**src/rtl/led_seq_pkg.sv**
```systemverilog
// Shared encodings for the LED bar/dot sequencer.
// Mode and display selector constants.
package led_seq_pkg;

    localparam logic [1:0] MODE_UP     = 2'b00;
    localparam logic [1:0] MODE_DOWN   = 2'b01;
    localparam logic [1:0] MODE_BOUNCE = 2'b10;
    localparam logic [1:0] MODE_HOLD   = 2'b11;

    localparam logic DISP_BAR = 1'b0;
    localparam logic DISP_DOT = 1'b1;

endpackage

```
**src/rtl/led_tick_gen.sv**
```systemverilog
// Step prescaler: one tick every DIV enabled cycles.
// A clear restarts the count so the next tick is DIV enabled cycles away.
module led_tick_gen #(
    parameter int DIV = 25_000_000
) (
    input  logic clk,
    input  logic rst,
    input  logic en,
    input  logic clr,
    output logic tick
);

    localparam int W = (DIV > 1) ? $clog2(DIV) : 1;
    localparam logic [W-1:0] LAST = W'(DIV - 1);

    logic [W-1:0] r_cnt;

    assign tick = en && (r_cnt == LAST);

    always_ff @(posedge clk) begin
        if (rst || clr) begin
            r_cnt <= '0;
        end else if (tick) begin
            r_cnt <= '0;
        end else if (en) begin
            r_cnt <= r_cnt + 1'b1;
        end
    end

endmodule

```
**src/rtl/led_bar_sequencer.sv**
```systemverilog
// LED bar/dot sequencer: bounded level counter stepped by a prescaler,
// rendered through a registered bar or single-dot encoder.
module led_bar_sequencer
    import led_seq_pkg::*;
#(
    parameter int   LED_N = 16,
    parameter int   DIV   = 25_000_000,
    localparam int  CW    = $clog2(LED_N + 1)
) (
    input  logic             clk,
    input  logic             rst,
    input  logic [CW-1:0]    start_num,
    input  logic [CW-1:0]    end_num,
    input  logic [1:0]       mode,
    input  logic             disp,
    input  logic             en,
    input  logic             load,
    output logic [LED_N-1:0] led_out,
    output logic [CW-1:0]    level,
    output logic             dir,
    output logic             wrap
);

    localparam logic [CW-1:0] MAXV = CW'(LED_N);

    logic [CW-1:0]    r_level;
    logic             r_dir;
    logic             r_wrap;
    logic [LED_N-1:0] r_led;

    logic [CW-1:0]    w_s;
    logic [CW-1:0]    w_e;
    logic [CW-1:0]    w_lo;
    logic [CW-1:0]    w_hi;
    logic             w_tick;
    logic             w_up;
    logic [CW-1:0]    w_nlvl;
    logic             w_ndir;
    logic             w_nwrap;
    logic [LED_N-1:0] w_enc;

    assign w_s  = (start_num > MAXV) ? MAXV : start_num;
    assign w_e  = (end_num > MAXV) ? MAXV : end_num;
    assign w_lo = (w_s < w_e) ? w_s : w_e;
    assign w_hi = (w_s < w_e) ? w_e : w_s;

    led_tick_gen #(
        .DIV (DIV)
    ) u_tick (
        .clk  (clk),
        .rst  (rst),
        .en   (en),
        .clr  (load),
        .tick (w_tick)
    );

    always_comb begin
        w_nlvl  = r_level;
        w_ndir  = r_dir;
        w_nwrap = 1'b0;
        w_up    = (mode == MODE_UP) || ((mode == MODE_BOUNCE) && r_dir);
        if (load) begin
            w_nlvl = w_s;
            w_ndir = (mode != MODE_DOWN);
        end else if (w_tick && (mode != MODE_HOLD)) begin
            // Bounds moved under a running level: snap into range
            if ((r_level < w_lo) || (r_level > w_hi)) begin
                w_nlvl  = w_up ? w_lo : w_hi;
                w_nwrap = 1'b1;
            end else begin
                case (mode)
                    MODE_UP: begin
                        if (r_level < w_hi) begin
                            w_nlvl = r_level + 1'b1;
                        end else begin
                            w_nlvl  = w_lo;
                            w_nwrap = 1'b1;
                        end
                    end
                    MODE_DOWN: begin
                        if (r_level > w_lo) begin
                            w_nlvl = r_level - 1'b1;
                        end else begin
                            w_nlvl  = w_hi;
                            w_nwrap = 1'b1;
                        end
                    end
                    MODE_BOUNCE: begin
                        if (r_dir) begin
                            if (r_level < w_hi) begin
                                w_nlvl = r_level + 1'b1;
                                if ((r_level + 1'b1) == w_hi) begin
                                    w_ndir  = 1'b0;
                                    w_nwrap = 1'b1;
                                end
                            end else begin
                                w_nlvl  = (w_lo == w_hi) ? r_level : r_level - 1'b1;
                                w_ndir  = 1'b0;
                                w_nwrap = 1'b1;
                            end
                        end else begin
                            if (r_level > w_lo) begin
                                w_nlvl = r_level - 1'b1;
                                if ((r_level - 1'b1) == w_lo) begin
                                    w_ndir  = 1'b1;
                                    w_nwrap = 1'b1;
                                end
                            end else begin
                                w_nlvl  = (w_lo == w_hi) ? r_level : r_level + 1'b1;
                                w_ndir  = 1'b1;
                                w_nwrap = 1'b1;
                            end
                        end
                    end
                    default: begin
                        w_nlvl = r_level;
                    end
                endcase
            end
        end
    end

    always_comb begin
        w_enc = '0;
        for (int i = 0; i < LED_N; i++) begin
            if (disp == DISP_DOT) begin
                w_enc[i] = (CW'(i + 1) == r_level);
            end else begin
                w_enc[i] = (CW'(i) < r_level);
            end
        end
    end

    always_ff @(posedge clk) begin
        if (rst) begin
            r_level <= '0;
            r_dir   <= 1'b1;
            r_wrap  <= 1'b0;
            r_led   <= '0;
        end else begin
            r_level <= w_nlvl;
            r_dir   <= w_ndir;
            r_wrap  <= w_nwrap;
            r_led   <= w_enc;
        end
    end

    assign led_out = r_led;
    assign level   = r_level;
    assign dir     = r_dir;
    assign wrap    = r_wrap;

endmodule

```
**config.mk**
```make
export PLATFORM = sky130hd
export DESIGN_NAME = led_bar_sequencer
export DESIGN_NICKNAME = d
export VERILOG_FILES = /design/src/rtl/led_seq_pkg.sv /design/src/rtl/led_tick_gen.sv /design/src/rtl/led_bar_sequencer.sv
export SDC_FILE = /design/constraint.sdc
export NUM_CORES = 1
export LEC_CHECK = 0
export ABC_CLOCK_PERIOD_IN_PS = 7200
export BUFFER_PORTS_ARGS = -buffer_cell sky130_fd_sc_hd__buf_2
export CAP_MARGIN = 20
export CORE_MARGIN = 2
export CORE_UTILIZATION = 57
export DETAILED_ROUTE_END_ITERATION = 16
export PLACE_DENSITY = 0.78
export SLEW_MARGIN = 20
export SYNTH_ARGS = -nofsm -noshare
export SYNTH_HDL_FRONTEND = slang
export SYNTH_SLANG_ARGS = --single-unit
```
**constraint.sdc**
```tcl
create_clock -name clk -period 7.2 [get_ports clk]
set_clock_uncertainty 0.2 [all_clocks]
set_input_delay 0.72 -clock clk [delete_from_list [all_inputs] [get_ports clk]]
set_output_delay 0.72 -clock clk [all_outputs]
set_load 0.05 [all_outputs]
```
==> impl_metrics.csv, run 1 <==
group,metric,value,unit
routing,drc,0,
global_route,track_usage,26.0,%
floorplanning,die-area,0.00675,mm²
layout,drive_gt1_share,13.8,%
sta,final_max_slew_viol_count,0,
floorplanning,pin_count,40,
layout,finalNonFillerCells,530,
run,drv_cap,0,
floorplanning,die_h,82.1,µm
routing,wl_per_cell,16.1,µm
setup_path,arrival,5030,ps
layout,final_cell_mix,"nor2_1 (53), dfxtp_1 (48), buf_2 (39)",
min_path,worstHoldPathCells,2,
cts,cts-root-buf,"clkbuf_8",
yosys,synth_cells,428,
routing,via_count,3265,
global_route,antenna_found_initial,0,
placed_design,hpwlAfterDp,6450,µm
yosys,synth_top_area_cell,"dfxtp_1",
floorplanning,initial_core_util,58.8,%
sta,slew_headroom,39.7,%
sta,setup_violations,0,
yosys,synthTopCellsByArea,"dfxtp_1 (28%), ha_1 (9.0%), nor2_1 (5.7%)",
yosys,synth_seq_cells,48,
layout,fin_util,64.2,%
setup_path,cp_max_fo,16,
pwr,vdd_ir_drop_max,0.000129,V
layout,layout_commonest_cell,"nor2_1",
routing,ant_nets,0,
sta,worst_pin_slew,904,ps
pwr,leakagePower,1.59,nW
sta,period_share,69.2,%
setup_path,worst-setup-path-type,"in -> reg",
cts,cts_max_level,2,
yosys,ys_warn_count,0,
setup_path,startpoint,"start_num[4]",
cts,clk_pin_slew,90,ps
placed_design,port_buffers,39,
routing,drt_iter0_markers,460,
sta,setup_tns,0,ps
setup_path,worst_r2r_path_depth,9,
setup_path,worstPathCellList,"buf_2 -> nor2b_1 -> ha_1 -> a21oi_1 -> a21boi_4 -> or3_2 -> and2_1 -> ha_1 -> a21o_1 -> a21oi_2 -> nand2_1 -> a21boi_2 -> o21ai_0 -> and2_1 -> o21ai_0 -> o221a_1",
yosys,syn_nets,470,
min_path,min_from,"u_tick.r_cnt[22]",
setup_path,cp_slowest_cell,"a21boi_2",
routing,wirelength,8560,µm
cts,cts_tree,"yes",
yosys,ys.flop_type,"dfxtp_1",
global_route,grt_pass1_wl,13600,µm
floorplanning,row_count,28,
yosys,synth_edf_count,0,
global_route,grt_pass1_vias,2845,
cts,clock_latency,300,ps
placed_design,gp_congestion,0.987,
setup_path,cp_slowest_stage_delay,620,ps
yosys,async_flop_share,0,%
cts,cts_hold_buf,0,
cts,postCtsSetupRepairBufs,0,
sta,fmax,201,MHz
layout,area_growth,9.27,%
min_path,hold_class,"reg -> reg",
global_route,overflow,0,
setup_path,end_kind,"flop",
cts,clock-sinks,48,
yosys,netlist_area,0.00348,mm²
global_route,grt_max_degree,26,
yosys,ys_types,66,
sta,rsz0062_at_grt,"false",
status,status,"complete, no violations",
cts,cts_buffer_depth,2,
sta,hold_viol,0,
setup_path,critPathLaunchType,"input port",
floorplanning,fp.dieW,82.1,µm
placed_design,dp_cells,523,
pwr,power_density,192,mW/mm²
layout,final_nets,497,
setup_path,critical_path_required,7250,ps
setup_path,reg2reg_from,"level[3]",
routing,drtPass1Iterations,6,
floorplanning,core-area,0.00592,mm²
yosys,ys_seq_area_share,27.6,%
routing,avgViaCountPerCell,6.16,
yosys,postSynthAreaPerCell,8.13,µm²
yosys,netlist.area_leader.share,27.6,%
sta,period_needed,4990,ps
layout,diodes,0,
cts,ctsResizeCount,0,
cts,cts-buffers-inserted,5,
[kinds of logic after synthesis]
group	synth area share, %
mux	5.79
simple gates	24.4
compound gates	19.2
flops	27.6
xor+xnor	9.31
fa+ha+maj	8.99
buf+inv	4.67
[power by group]
part / switching, mW / internal (mW) / leakage (nW)
logic: 0.141 / 0.0800 / 1.13
clock network: 0.0894 / 0.137 / 0.0642
registers: 0.0109 / 0.271 / 0.389
[cell type report]
cell class | instances | area [µm²]
Timing Repair Buffer | 39 | 195
Multi-Input combinational cell | 343 | 2360
Inverter | 18 | 67.6
Clock inverter | 2 | 60.1
Fill cell | 532 | 2120
Clock buffer | 5 | 68.8
Sequential cell | 48 | 961
Tap cell | 75 | 93.8
[flip-flops by register name, indices dropped and copies added, names as in the netlist]
signal,cells
dir,1
led_out,16
wrap,1
level,5
u_tick.r_cnt,25
[path summary, 6_finish.rpt]
| check | end | slack (ps) |
|---|---|---|
| setup / recovery | level[2] | 2210 |
| hold / removal | u_tick.r_cnt[22] | 320 |
| setup reg to reg | level[2] | 3560 |
| hold reg to reg | u_tick.r_cnt[22] | 320 |
[critical path, delay by kind of cell]
kind | cells | cell delay [ps]
AND/OR/NAND/NOR | 5 | 1540
adder cells (fa/ha/maj) | 2 | 620
AO/OA/AOI/OAI | 8 | 2000
buffers and inverters | 1 | 150
[synth_stat cells (2+ instances only)]
| cell type | count |
|---|---|
| nor4_1 | 2 |
| nor2b_1 | 12 |
| a31oi_1 | 9 |
| ha_1 | 25 |
| o2111ai_1 | 2 |
| a21oi_1 | 20 |
| a221oi_1 | 3 |
| nand3_1 | 20 |
| a21boi_0 | 2 |
| o21a_1 | 3 |
| nor3_1 | 15 |
| nand2_1 | 30 |
| o211ai_1 | 4 |
| nor4_2 | 2 |
| xnor2_1 | 16 |
| and4_1 | 2 |
| dfxtp_1 | 48 |
| buf_6 | 2 |
| inv_1 | 18 |
| a221o_1 | 3 |
| a22oi_1 | 3 |
| a22o_1 | 2 |
| and2_1 | 3 |
| a21oi_2 | 2 |
| buf_4 | 2 |
| o31ai_1 | 3 |
| o31a_1 | 2 |
| o21ai_0 | 13 |
| xor2_1 | 21 |
| nand4_1 | 7 |
| clkbuf_1 | 14 |
| nand2b_1 | 2 |
| and3_1 | 9 |
| mux2i_1 | 19 |
| a211oi_1 | 5 |
| nor2_1 | 53 |
[metal layers]
metal	track usage (%)	routed length, µm
met1	35.3	3810
met5	0	0
met3	5.00	546
met2	42.8	4100
met4	5.50	104
[metrics by stage]
step                      area (µm²)  power (mW)  setup WS (ps)  hold slack [ps]
after floorplan                 3480       0.461           2840              271
after global placement          3670       0.502           2100              284
after detailed placement        3670       0.503           1980              301
after CTS                       3800       0.729           2300              324
after global routing            3800       0.763           1860              360
final                           3800       0.729           2210              324
Power figures use the tool's default switching activity.
==> run 2: changes to the inputs <==
Settings changed: ABC_AREA from default to 1, ABC_CLOCK_PERIOD_IN_PS 7200 to 4800.
Clock period 7.2 ns to 4.8 ns, I/O delays scaled along.
==> run 2 against run 1 <==
Compared with the run above:
- cell area increased by 9.5%
- synthesized cell count increased by 43%
- final cell count increased by 37%
- die area increased by 9.8%
- count of clock-buffer cells in the layout increased by 1
- register-to-register slack got worse by 1800 ps
- first-iteration DRC count decreased by 49%
- sequential share of layout area decreased by 2.2 points
- global-route usage increased by 3.4 points
- via count increased by 28%
- worst setup slack got worse by 1600 ps
- critical path type unchanged
- largest cell class unchanged
- largest power group is now combinational cells
==> impl_metrics.csv, run 2 <==
group,metric,value,unit
layout,final_nets,688,
setup_path,worst-setup-path-type,"in -> reg",
setup_path,ff2ff_setup_slack,1770,ps
yosys,synth_seq_cells,48,
layout,drive_gt1_share,11.3,%
setup_path,crit_family,"simple AND/OR/NAND/NOR gates",
sta,worst_pin_slew,718,ps
yosys,synth_cells,612,
sta,period_share,86.3,%
yosys,synth_top_area_cell,"dfxtp_1",
placed_design,hpwlAfterDp,8260,µm
setup_path,end_kind,"flop",
routing,via_count,4183,
yosys,ys_seq_area_share,25.0,%
cts,postCtsSetupRepairBufs,0,
sta,hold_viol,0,
floorplanning,die_h,86.1,µm
global_route,antenna_found_initial,0,
layout,area_growth,8.47,%
routing,avgViaCountPerCell,5.78,
yosys,async_flop_share,0,%
run,drv_cap,0,
setup_path,arrival,4180,ps
setup_path,worst-path-buf-inv,5,
sta,period_needed,4140,ps
layout,largest_reg_flops,25,
setup_path,cp_slowest_cell,"o31ai_4",
setup_path,cpMostUsedCell,"nand2_1",
floorplanning,die-area,0.00741,mm²
setup_path,cp_slowest_stage_delay,550,ps
yosys,ys_types,43,
routing,drtPass1Iterations,8,
pwr,leakagePower,2.04,nW
yosys,postSynthAreaPerCell,6.27,µm²
routing,ant_nets,0,
status,status,"complete, no violations",
layout,layout_commonest_cell,"nand2_1",
global_route,grt_pass1_wl,17500,µm
min_path,hold_class,"in -> reg",
yosys,synthTopCellsByArea,"dfxtp_1 (25%), nand2_1 (17%), ha_1 (8.1%)",
cts,cts_buffer_depth,2,
setup_path,cp_max_fo,10,
floorplanning,fp.dieW,86.1,µm
yosys,netlist.area_leader.share,25.0,%
cts,cts_max_level,2,
placed_design,port_buffers,39,
sta,setup_tns,0,ps
cts,cts_tree,"yes",
floorplanning,pin_count,40,
cts,ctsResizeCount,0,
cts,cts-buffers-inserted,5,
layout,largest-register,"u_tick.r_cnt",
sta,final_max_slew_viol_count,0,
floorplanning,row_count,29,
layout,final_cell_mix,"nand2_1 (171), inv_1 (80), nor2_1 (66)",
yosys,ys.flop_type,"dfxtp_1",
sta,fmax,241,MHz
yosys,netlist_area,0.00384,mm²
setup_path,critical_path_required,4840,ps
yosys,synth_edf_count,0,
yosys,syn_nets,654,
yosys,ys_warn_count,0,
pwr,p_total,1.22,mW
yosys,yosys-top-cells-count,"nand2_1 (171), inv_1 (80), nor2_1 (66)",
cts,clock_latency,300,ps
sta,slew_headroom,51.7,%
cts,clock-sinks,48,
routing,wirelength,10400,µm
global_route,overflow,0,
floorplanning,core-area,0.00642,mm²
pwr,vdd_ir_drop_max,0.000213,V
cts,clk_pin_slew,90,ps
setup_path,critPathLaunchType,"input port",
cts,cts-root-buf,"clkbuf_8",
cts,cts_hold_buf,0,
floorplanning,initial_core_util,59.8,%
layout,diodes,0,
yosys,post-synth-top-count-cell,"nand2_1",
global_route,track_usage,29.3,%
routing,wl_per_cell,14.4,µm
routing,drt_iter0_markers,233,
global_route,grt_pass1_vias,3938,
sta,setup_violations,0,
routing,drc,0,
sta,rsz0062_at_grt,"false",
placed_design,gp_congestion,1.07,
pwr,power_density,292,mW/mm²
global_route,grt_max_degree,21,
[run 2: changes by cell type after synthesis, sizes merged, moves of 11 or more]
cell	before	now
xnor2	16	5
nor2	54	72
nor2b	12	0
nand3	20	55
inv	18	83
o21ai	15	26
mux2i	19	0
a21oi	22	42
nand2	31	178
[run 2: final cells by class]
cell class | instances | area (µm²)
multi-input combinational | 468 | 2500
fill | 615 | 2260
sequential | 48 | 961
inverter | 84 | 315
timing repair buffer | 39 | 195
tap | 77 | 96.3
clock buffer | 6 | 82.6
clock inverter | 2 | 13.8
[run 2: logic make-up (layout without fill, tap and decap cells)]
logic type               count (synthesis)  count (layout)  share of synthesized area [%]
adder cells (fa/ha/maj)                 25              25                           8.15
AO/OA/AOI/OAI                           87              87                           13.9
flip-flops                              48              48                           25.0
buffers and inverters                   96             131                           9.84
AND/OR/NAND/NOR                        336             336                           38.5
XOR/XNOR                                20              20                           4.56
[run 2: path summary, 6_finish.rpt]
| path | cells past startpoint | endpoint | start |
|---|---|---|---|
| max reg2reg | 11 | level[3] | level[0] |
| min reg2reg | 2 | u_tick.r_cnt[24] | u_tick.r_cnt[24] |
| max | 25 | level[3] | end_num[2] |
| min | 3 | u_tick.r_cnt[1] | en |
[run 2: worst min-delay path, cell delays in order]
cell,delay (ps)
buf_2,150
nand2_1,70
a21oi_1,50
[run 2: through the flow]
| stage | setup slack, ps | cell area [µm²] | cells | hold slack [ps] | util, % |
|---|---|---|---|---|---|
| after floorplan | 1220 | 3840 | 612 | 252 | - |
| after global placement | 475 | 4070 | 716 | 279 | 63.4 |
| after detailed placement | 452 | 4070 | 716 | 286 | 63.4 |
| after CTS | 770 | 4170 | 724 | 272 | 64.9 |
| after global routing | 262 | 4170 | 724 | 288 | 64.9 |
| final | 657 | 4170 | 724 | 289 | 64.9 |
[run 2: routing by layer]
layer  part of all wire [%]  track usage [%]
met2                     46             47.1
met5                      0                0
met3                    8.1             5.39
met4                    4.6             15.0
met1                     42             37.4
[run 2: where the power goes]
| group | switching, mW | internal, mW |
|---|---|---|
| Clock | 0.139 | 0.118 |
| Sequential | 0.0201 | 0.414 |
| Combinational | 0.374 | 0.151 |
